==> config.mk <==
export PLATFORM = sky130hd
export DESIGN_NAME = vin_packer_flat
export DESIGN_NICKNAME = d
export VERILOG_FILES = /design/src/rtl/vin_packer_if.sv /design/src/rtl/vin_packer.sv /design/src/flat_wrapper.sv
export SDC_FILE = /design/constraint.sdc
export NUM_CORES = 1
export LEC_CHECK = 0
export ABC_AREA = 1
export CORE_ASPECT_RATIO = 1.1
export CORE_MARGIN = 3
export CORE_UTILIZATION = 40
export CTS_CLUSTER_SIZE = 8
export DETAILED_ROUTE_END_ITERATION = 7
export MAX_ROUTING_LAYER = met4
export PLACE_DENSITY = 0.56
export SLEW_MARGIN = 20
export SYNTH_ARGS = -nofsm -noshare
export SYNTH_HDL_FRONTEND = slang
export SYNTH_SLANG_ARGS = --single-unit
==> constraint.sdc <==
create_clock -name clk -period 2.73 [get_ports clk]
set_clock_uncertainty 0.05 [all_clocks]
set_input_delay 0.273 -clock clk [delete_from_list [all_inputs] [get_ports clk]]
set_output_delay 0.273 -clock clk [all_outputs]
set_load 0.01 [all_outputs]
==> src/rtl/vin_packer_if.sv <==
// Stream bundle for vin_packer: video pixel input, packed-word output
// with valid/ready, and the status/error sideband.
interface vin_packer_if #(
  parameter int PIX_W = 8,
  parameter int PACK  = 2
);
  logic                  v_vsync;
  logic                  v_de;
  logic [PIX_W-1:0]      v_pixel;
  logic [PIX_W*PACK-1:0] out_data;
  logic                  out_valid;
  logic                  out_ready;
  logic                  out_sof;
  logic                  out_eol;
  logic                  frame_done;
  logic                  err_clr;
  logic                  frame_err;
  logic                  overflow;

  modport master (
    output v_vsync, v_de, v_pixel, out_ready, err_clr,
    input  out_data, out_valid, out_sof, out_eol, frame_done, frame_err, overflow
  );

  modport slave (
    input  v_vsync, v_de, v_pixel, out_ready, err_clr,
    output out_data, out_valid, out_sof, out_eol, frame_done, frame_err, overflow
  );
endinterface

==> src/rtl/vin_packer.sv <==
// Packs PACK video pixels per word into a first-word-fall-through FIFO,
// tagging start-of-frame / end-of-line and flagging length errors and overflow.
module vin_packer #(
  parameter int PIX_W = 8,
  parameter int PACK  = 2,
  parameter int H_ACT = 800,
  parameter int V_ACT = 1200,
  parameter int DEPTH = 16
) (
  input  logic         clk,
  input  logic         rst,
  vin_packer_if.slave  bus
);
  localparam int WW = PIX_W * PACK;
  localparam int AW = $clog2(DEPTH);
  localparam int HW = $clog2(H_ACT + 1);
  localparam int VW = $clog2(V_ACT + 1);
  localparam int SW = (PACK > 1) ? $clog2(PACK) : 1;
  localparam logic [HW-1:0] H_ACT_L   = HW'(H_ACT);
  localparam logic [VW-1:0] V_ACT_L   = VW'(V_ACT);
  localparam logic [SW-1:0] LAST_SLOT = SW'(PACK - 1);
  localparam logic [AW:0]   DEPTH_L   = (AW + 1)'(DEPTH);

  typedef enum logic [1:0] {WAIT_SOF, ACTIVE, DONE} state_t;

  state_t                       state_q, state_d;
  logic                         vsync_q, de_q;
  logic [SW-1:0]                slot_q, slot_d;
  logic [PACK-1:0][PIX_W-1:0]   part_q, part_d;
  logic [HW-1:0]                pix_cnt_q, pix_cnt_d;
  logic [VW-1:0]                line_cnt_q, line_cnt_d;
  logic                         pend_q, pend_d;
  logic [WW-1:0]                pend_word_q, pend_word_d;
  logic                         sof_arm_q, sof_arm_d;
  logic [AW-1:0]                wr_ptr_q, wr_ptr_d, rd_ptr_q, rd_ptr_d;
  logic [AW:0]                  count_q, count_d;
  logic                         frame_done_q, frame_done_d;
  logic                         frame_err_q, frame_err_d;
  logic                         overflow_q, overflow_d;

  logic [WW+1:0]                fifo_mem [DEPTH];
  logic [WW+1:0]                rd_entry;
  logic                         vs_rise, line_end, push, push_eol, mem_we, pop;
  logic                         err_ev, ovf_ev, flush;
  logic [WW-1:0]                push_word;

  assign vs_rise  = bus.v_vsync & ~vsync_q;
  assign line_end = de_q & ~bus.v_de;
  assign pop      = bus.out_ready && (count_q != '0);

  always_comb begin
    state_d      = state_q;
    slot_d       = slot_q;
    part_d       = part_q;
    pix_cnt_d    = pix_cnt_q;
    line_cnt_d   = line_cnt_q;
    pend_d       = 1'b0;
    pend_word_d  = pend_word_q;
    sof_arm_d    = sof_arm_q;
    frame_done_d = 1'b0;
    push         = 1'b0;
    push_word    = '0;
    push_eol     = 1'b0;
    err_ev       = 1'b0;
    flush        = 1'b0;

    if (vs_rise) begin
      if (state_q == ACTIVE && line_cnt_q != V_ACT_L) err_ev = 1'b1;
      state_d    = ACTIVE;
      flush      = 1'b1;
      slot_d     = '0;
      part_d     = '0;
      pix_cnt_d  = '0;
      line_cnt_d = '0;
      sof_arm_d  = 1'b1;
    end else begin
      // A completed word waits one cycle so a line end seen next cycle can tag it eol.
      if (pend_q) begin
        push      = 1'b1;
        push_word = pend_word_q;
        push_eol  = line_end;
      end
      if (state_q == ACTIVE) begin
        if (bus.v_de) begin
          part_d[slot_q] = bus.v_pixel;
          pix_cnt_d      = pix_cnt_q + 1'b1;
          if (slot_q == LAST_SLOT) begin
            pend_d      = 1'b1;
            pend_word_d = part_d;
            part_d      = '0;
            slot_d      = '0;
          end else begin
            slot_d = slot_q + 1'b1;
          end
        end else if (line_end) begin
          if (slot_q != '0) begin
            push      = 1'b1;
            push_word = part_q;
            push_eol  = 1'b1;
            part_d    = '0;
            slot_d    = '0;
          end
          if (pix_cnt_q != H_ACT_L) err_ev = 1'b1;
          pix_cnt_d  = '0;
          line_cnt_d = line_cnt_q + 1'b1;
          if (line_cnt_d == V_ACT_L) begin
            state_d      = DONE;
            frame_done_d = 1'b1;
          end
        end
      end
      if (push) sof_arm_d = 1'b0;
    end
  end

  always_comb begin
    mem_we   = push && ((count_q != DEPTH_L) || pop);
    ovf_ev   = push && (count_q == DEPTH_L) && !pop;
    wr_ptr_d = wr_ptr_q;
    rd_ptr_d = rd_ptr_q;
    count_d  = count_q;
    if (flush) begin
      wr_ptr_d = '0;
      rd_ptr_d = '0;
      count_d  = '0;
    end else begin
      if (mem_we) wr_ptr_d = wr_ptr_q + 1'b1;
      if (pop)    rd_ptr_d = rd_ptr_q + 1'b1;
      case ({mem_we, pop})
        2'b10:   count_d = count_q + 1'b1;
        2'b01:   count_d = count_q - 1'b1;
        default: count_d = count_q;
      endcase
    end
    frame_err_d = err_ev | (frame_err_q & ~bus.err_clr);
    overflow_d  = ovf_ev | (overflow_q & ~bus.err_clr);
  end

  always_ff @(posedge clk or negedge rst) begin
    if (!rst) begin
      state_q      <= WAIT_SOF;
      vsync_q      <= 1'b0;
      de_q         <= 1'b0;
      slot_q       <= '0;
      part_q       <= '0;
      pix_cnt_q    <= '0;
      line_cnt_q   <= '0;
      pend_q       <= 1'b0;
      pend_word_q  <= '0;
      sof_arm_q    <= 1'b0;
      wr_ptr_q     <= '0;
      rd_ptr_q     <= '0;
      count_q      <= '0;
      frame_done_q <= 1'b0;
      frame_err_q  <= 1'b0;
      overflow_q   <= 1'b0;
    end else begin
      state_q      <= state_d;
      vsync_q      <= bus.v_vsync;
      de_q         <= bus.v_de;
      slot_q       <= slot_d;
      part_q       <= part_d;
      pix_cnt_q    <= pix_cnt_d;
      line_cnt_q   <= line_cnt_d;
      pend_q       <= pend_d;
      pend_word_q  <= pend_word_d;
      sof_arm_q    <= sof_arm_d;
      wr_ptr_q     <= wr_ptr_d;
      rd_ptr_q     <= rd_ptr_d;
      count_q      <= count_d;
      frame_done_q <= frame_done_d;
      frame_err_q  <= frame_err_d;
      overflow_q   <= overflow_d;
    end
  end

  always_ff @(posedge clk) begin
    if (mem_we) fifo_mem[wr_ptr_q] <= {sof_arm_q, push_eol, push_word};
  end

  // Payload is forced to zero whenever the FIFO is empty, so reset clears it too.
  assign rd_entry       = fifo_mem[rd_ptr_q];
  assign bus.out_valid  = (count_q != '0);
  assign bus.out_data   = bus.out_valid ? rd_entry[WW-1:0] : '0;
  assign bus.out_eol    = bus.out_valid & rd_entry[WW];
  assign bus.out_sof    = bus.out_valid & rd_entry[WW+1];
  assign bus.frame_done = frame_done_q;
  assign bus.frame_err  = frame_err_q;
  assign bus.overflow   = overflow_q;
endmodule
==> src/flat_wrapper.sv <==
// flat-port wrapper written by rule: the top's interface ports become plain ports
module vin_packer_flat 
#(
  parameter int PIX_W = 8,
  parameter int PACK  = 2,
  parameter int H_ACT = 800,
  parameter int V_ACT = 1200,
  parameter int DEPTH = 16
)
  (clk, rst, bus_v_vsync, bus_v_de, bus_v_pixel, bus_out_ready, bus_err_clr, bus_out_data, bus_out_valid, bus_out_sof, bus_out_eol, bus_frame_done, bus_frame_err, bus_overflow);
  vin_packer_if #(.PIX_W(PIX_W), .PACK(PACK)) bus_i ();
  input  logic clk;
  input  logic rst;
  input wire logic [$bits(bus_i.v_vsync)-1:0] bus_v_vsync;
  input wire logic [$bits(bus_i.v_de)-1:0] bus_v_de;
  input wire logic [$bits(bus_i.v_pixel)-1:0] bus_v_pixel;
  input wire logic [$bits(bus_i.out_ready)-1:0] bus_out_ready;
  input wire logic [$bits(bus_i.err_clr)-1:0] bus_err_clr;
  output wire logic [$bits(bus_i.out_data)-1:0] bus_out_data;
  output wire logic [$bits(bus_i.out_valid)-1:0] bus_out_valid;
  output wire logic [$bits(bus_i.out_sof)-1:0] bus_out_sof;
  output wire logic [$bits(bus_i.out_eol)-1:0] bus_out_eol;
  output wire logic [$bits(bus_i.frame_done)-1:0] bus_frame_done;
  output wire logic [$bits(bus_i.frame_err)-1:0] bus_frame_err;
  output wire logic [$bits(bus_i.overflow)-1:0] bus_overflow;
  assign bus_i.v_vsync = bus_v_vsync;
  assign bus_i.v_de = bus_v_de;
  assign bus_i.v_pixel = bus_v_pixel;
  assign bus_i.out_ready = bus_out_ready;
  assign bus_i.err_clr = bus_err_clr;
  assign bus_out_data = bus_i.out_data;
  assign bus_out_valid = bus_i.out_valid;
  assign bus_out_sof = bus_i.out_sof;
  assign bus_out_eol = bus_i.out_eol;
  assign bus_frame_done = bus_i.frame_done;
  assign bus_frame_err = bus_i.frame_err;
  assign bus_overflow = bus_i.overflow;
  vin_packer #(.PIX_W(PIX_W), .PACK(PACK), .H_ACT(H_ACT), .V_ACT(V_ACT), .DEPTH(DEPTH)) u_core (.clk(clk), .rst(rst), .bus(bus_i));
endmodule
* Word level (Yosys, flattened, before mapping)
Memories as Yosys holds them, arrays and structs flattened.
Index checks and enable logic that the tools add are counted.
** Operators by class
- Muxes and demuxes :: 73
- Order comparisons :: 2
- Bitwise gates (word level) :: 12
- Equality and inequality tests :: 9
- Reduce and logical (&&, ||, !) cells :: 23
- $add $sub $neg :: 7
** Operator list (count)
- 16-bit two-way mux :: 13
- 11-bit two-way mux :: 4
- 10-bit two-way mux :: 4
- 1-bit two-way mux :: 38
- 16-bit bitwise mux :: 1
- 4-bit two-way mux :: 4
- 2-bit nonzero test :: 6
- 11-bit by 1-bit adder with 11-bit output (second input constant) :: 1
- 11-bit == test (second input constant) :: 1
- 11-bit inequality test (second input constant) :: 1
- 10-bit by 1-bit adder with 10-bit output (second input constant) :: 1
- 2-bit two-way mux :: 5
- 10-bit inequality test (second input constant) :: 1
- 5-bit case mux with 2 select lines :: 1
- 3-bit nonzero test :: 3
- 4-bit by 1-bit adder with 4-bit output (second input constant) :: 2
- 8-bit demux with 1-bit select :: 1
- 8-bit two-way mux :: 1
- 4-bit AND reduction :: 2
- 1-bit bitwise AND :: 6
- 1-bit logical AND :: 6
- 3-bit AND reduction :: 2
- 5-bit by 1-bit adder with 5-bit output (second input constant) :: 1
- 5-bit == test (second input constant) :: 1
- other kinds (15) :: 20
** Storage, ports and cells
- Logic and storage cells :: 144
- Memories kept :: 1
- Input bits :: 14
- RAM bits :: 288
- Output and inout port bits :: 22
- Bits in registers :: 76
** Memories
- u_core.fifo_mem :: depth 16, bits a word 18, rd ports 1, clocked after memory_dff 0, write ports 1, line vin_packer.sv:41 : logic [WW+1:0] fifo_mem [DEPTH];

* Logic depth before layout (Yosys ltp)
- Depth after elaboration :: 11
- Depth in mapped cells :: 15
- Gate-level depth less buffers :: 15

* Worst setup path before layout
OpenSTA, ideal clock, no wires.
- Path kind :: reg-to-reg
- Start :: register u_core.count_q[1]
- End :: register u_core.count_q[4]
- Stages on the path, launching flop included :: 14
- Period minus slack after synthesis :: 2.348 ns
- Setup slack :: 0.382 ns
- Arrival time :: 2.181 ns
- Data required time :: 2.563 ns
- Buffers on the path :: 0
- Library setup time :: 0.117 ns
- Path through :: dfrtp_1 > nor2_1 > nand4_1 > nand2_1 > inv_1 > nand2_1 > inv_1 > fa_1 > nand3_1 > nand2_1 > xor2_1 > xor2_1 > nand3_1 > nand2_1
** On the way
- Longest elaborated chain between the ends :: 7
- Elaborated cells on any way between the ends :: 12
- Those cells by class :: add/sub: 2; eq/ne: 3; mux: 2; reduce/logical: 5
** RTL lines
- start, declared :: line vin_packer.sv:36 : logic [AW:0] count_q, count_d;
- start signal, assigned :: line vin_packer.sv:170 : count_q <= count_d;
- 5-bit nonzero test (*)
- via bus_out_valid :: line flat_wrapper.sv:20 : output wire logic [$bits(bus_i.out_valid)-1:0] bus_out_valid;
- 1-bit logical AND (*) :: line vin_packer.sv:49 : assign pop = bus.out_ready && (count_q != '0);
- 1-bit logical OR :: line vin_packer.sv:117 : mem_we = push && ((count_q != DEPTH_L) || pop);
- 1-bit logical AND :: line vin_packer.sv:117
- 2-bit by 1-bit == test with 1-bit output / 2-bit == test (equally long branches) :: line vin_packer.sv:129 : case ({mem_we, pop})
- 5-bit case mux with 2 select lines :: line vin_packer.sv:129
- 5-bit two-way mux :: line vin_packer.sv:122 : if (flush) begin
The timed path passes the listed nets; every way through them passes the cells marked *.
A chain may end at the register's enable or synchronous reset.

* Worst setup path after layout
- Start :: register u_core.rd_ptr_q[0]
- End :: output bus_out_data[8]
** On the way
- Longest elaborated chain between the ends :: 2
** RTL lines
- start, declared :: line vin_packer.sv:35 : logic [AW-1:0] wr_ptr_q, wr_ptr_d, rd_ptr_q, rd_ptr_d;
- start signal, assigned :: line vin_packer.sv:169 : rd_ptr_q <= rd_ptr_d;
- memory 16 x 18 bit
- 16-bit two-way mux :: line vin_packer.sv:184 : assign bus.out_data = bus.out_valid ? rd_entry[WW-1:0] : '0;
- end, declared :: line flat_wrapper.sv:19 : output wire logic [$bits(bus_i.out_data)-1:0] bus_out_data;
Every way passes these cells.

==> key figures <==
Synthesis
  – Number of instances in the synthesized netlist: 1310
  – Dominant cell type by area after synthesis: edfxtp_1
  – Post-synthesis sequential area ratio: 68.8%
  – Synthesized Nets: 1338
  – Area fraction of the dominant cell type after synthesis: 56.4%
  – Top cells by area in the synthesized netlist: edfxtp_1 (56%), dfrtp_1 (12%), o21ai_0 (6.0%)
  – Cell area after synthesis: 15300 sq um
  – Number of distinct library cell variants in the gate-level netlist after synthesis: 40
  – Yosys synthesis warning count: 0
  – Flip-flop and latch count after synthesis: 364
  – Synthesized area divided by synthesized cell count: 11.7 sq um

Global routing
  – Pin count of the biggest net entering global routing: 77
  – Number of global-route vias before repair: 10.7k
  – Gr ovfl total: 0
  – Antenna violations before repair: 0
  – GRT Total Usage: 21.0%
  – Wire length of the first global-routing pass: 63000 um

Finish
  – Share of final-layout standard cells stronger than drive strength 1: 17.5%
  – Fill count: 3304
  – # diodes: 0
  – Layout Area Growth over Synthesis: 23.0%
  – FF/Latch Area: 10600 sq um
  – Layout net count: 1467
  – Post-Layout Inst Area: 18900 sq um
  – Area of the multi-input gates: 4250 sq um

Placed design
  – Detailed-placement wirelength estimate: 23300 um
  – Final GP Congestion: 0.783
  – Number of port buffers: 35
  – Cell Area, Placed: 16900 sq um

Timing
  – Part of the cycle the worst path needs: 97.9%
  – Final setup violation count: 0
  – RSZ-0062 raised after global routing: yes
  – Hold violation count in the final report: 0
  – Relative slew slack: 56.1%
  – Fmax: 374 MHz
  – Worst hold slack across all endpoints: 0.112 ns
  – Pins Over Slew Limit: 0
  – Measured slew at the worst slew-check pin: 0.659 ns
  – Post-layout min period: 2.67 ns

Floorplanning
  – Chip Width: 193 um
  – Initial standard-cell utilization of the core: 40.9%
  – Io pins: 36
  – Placeable Area: 37500 sq um
  – Area enclosed by the die boundary: 40700 sq um
  – Die H: 211 um
  – Cell row count: 74

Clock tree
  – Cts bufs inserted: 51
  – Maximum buffer depth of the clock tree: 3
  – Clock transition at the registers of the reported paths: 0.05 ns
  – Library cell used as clock root buffer: clkbuf_16
  – TritonCTS clock tree: yes
  – Insertion delay of the later-clocked pin in the worst-skew pair: 0.56 ns
  – Number of levels in the clock H-tree: 2
  – Clk sinks: 364

Setup path
  – Worst reg2reg path endpoint: u_core.count_q[4]
  – Critical path class: reg2out
  – Number of cells on the worst reg-to-reg path: 13
  – Largest fanout on the critical path: 14
  – Arrival time at the worst endpoint: 2.35 ns
  – Kind of start point of the critical path: flop
  – Required time of the critical path: 2.41 ns
  – Crit. End Element: primary output
  – Register-to-register path setup slack: 0.28 ns
  – Worst R2R Start: u_core.count_q[1]

Run status
  – Run status: complete, no violations

Power and ir drop
  – Power per cell area: 949 nW/um^2
  – Leakage Power: 6.87 nW
  – Maximum resistive drop on vdd: 0.494 mV

Run
  – Number of violations of the max-capacitance limit: 0

Route
  – 1st-pass router iterations: 5
  – DRT iter0 DRCs: 819
  – Via density: 5.55
  – Vias post-DR: 10.8k
  – Final antenna-violating net count: 0
  – Routed wire length: 41400 um
  – Routed length per placed instance: 21.3 um
  – DRC: 0

Min path
  – Worst Hold Class: in2async
cell usage in the layout (no fill, tap or decap), types with 6 or more instances in the layout:
cell             count
edfxtp_1           288
nor2_1             209
o21ai_0            169
nand2_1             93
buf_4               75
dfrtp_1             74
inv_1               71
nand3_1             60
o221ai_1            56
clkbuf_16           54
o21ai_1             29
buf_12              25
a21oi_1             21
o22ai_1             21
nor2_2              18
a211oi_1            16
clkdlybuf4s50_1     16
clkbuf_1            15
a21oi_2             14
buf_2               14
ha_1                13
nand4_1             12
buf_16              10
nand2_2              8
o211ai_1             7
a31oi_1              7
inv_2                6
nor3_1               6
routing by layer:
layer	vias up	GRT usage [%]	wire length (um)
li1	5008	-	-
met1	5394	27.7	17500
met2	321	33.9	20400
met3	90	2.93	2410
met4	0	6.48	1180
met5	-	-	0
sequential cells by signal, indices dropped and copies added, names as in the netlist:
| signal | count |
|---|---|
| u_core.slot_q | 1 |
| u_core.line_cnt_q | 11 |
| u_core.state_q | 2 |
| u_core.rd_ptr_q | 4 |
| u_core.sof_arm_q | 1 |
| u_core.pend_word_q | 16 |
| u_core.count_q | 5 |
| u_core.de_q | 1 |
| u_core.wr_ptr_q | 4 |
| u_core.fifo_mem | 288 |
| u_core.bus.frame_done | 1 |
| u_core.bus.overflow | 1 |
| u_core.part_q | 16 |
| u_core.bus.frame_err | 1 |
| u_core.pix_cnt_q | 10 |
| u_core.vsync_q | 1 |
| u_core.pend_q | 1 |
cells by family after synthesis:
| group | after synthesis | synth area share [%] |
|---|---|---|
| compound gates | 348 | 13.5 |
| xor+xnor | 6 | 0.343 |
| fa+ha+maj | 14 | 1.19 |
| buf+inv | 157 | 4.16 |
| flops | 364 | 68.8 |
| simple gates | 421 | 12.0 |
area by class of cell:
class,count,share of cell area (%)
sequential,364,56.0
multi-input combinational,789,22.5
timing repair buffer,152,9.06
inverter,81,1.69
clock inverter,1,0.159
tap,494,3.28
clock buffer,68,7.33
worst max path at each step:
| stage | startpoint | endpoint | slack, ns |
|---|---|---|---|
| after floorplan | u_core.count_q[1] | u_core.count_q[4] | 0.38 |
| after global placement | bus_v_de | u_core.count_q[4] | 0.13 |
| after detailed placement | u_core.rd_ptr_q[0] | bus_out_data[4] | 0.11 |
| after CTS | u_core.rd_ptr_q[0] | bus_out_data[4] | -0.03 |
| after global routing | u_core.rd_ptr_q[0] | bus_out_data[8] | -0.05 |
| final | u_core.rd_ptr_q[0] | bus_out_data[8] | 0.06 |
report_power, final:
group / leakage, nW / total, mW / switching [mW] / internal (mW)
clock: 0.685 / 5.72 / 2.18 / 3.54
combinational: 2.55 / 5.73 / 3.33 / 2.40
sequential: 3.64 / 6.45 / 0.174 / 6.28
total: 6.87 / 17.9 / 5.69 / 12.2
worst max-delay path, stage by stage, from the launching register on:
cell and delay, ns:
dfrtp_4 0.51, inv_8 0.10, buf_12 0.13, buf_12 0.13, buf_12 0.14, buf_4 0.12
o21ai_0 0.07, o221ai_1 0.17, nand3_1 0.12, a21oi_2 0.14, buf_2 0.15
stage by stage:
| step | utilization, % | power [mW] | cells | setup WS [ns] | setup TNS, ns |
|---|---|---|---|---|---|
| floorplan | - | 9.33 | 1310 | 0.382 | 0 |
| global placement | 45.0 | 11.5 | 1847 | 0.128 | 0 |
| detailed placement | 45.0 | 11.5 | 1847 | 0.107 | 0 |
| CTS | 49.9 | 17.9 | 1937 | -0.0317 | -0.0858 |
| global route | 50.3 | 18.7 | 1949 | -0.0525 | -0.0956 |
| finish | 50.3 | 17.9 | 1949 | 0.0575 | 0 |
cells in the mapped netlist, drive strengths merged:
cell type and instances:
a211oi 17, a21oi 35, a31oi 7, buf 36
clkbuf 40, clkinv 2, dfrtp 76, edfxtp 288
fa 1, ha 13, inv 79, nand2 105
nand3 60, nand4 12, nor2 230, nor3 10
nor4 4, o211ai 7, o21a 2, o21ai 201
o21bai 1, o221ai 56, o22ai 22, xnor2 2
xor2 4
what timing repair did:
action | CTS | global route
resized for setup | 92 | 32
pin swaps | 16 | 26
setup endpoints to repair | 18 | 16
hold buffers | 1 | 0
hold endpoints to repair | 76 | 0
setup buffers | 12 | 10
gates cloned | 8 | 1
Note: power is estimated with default switching activity, not from simulation.
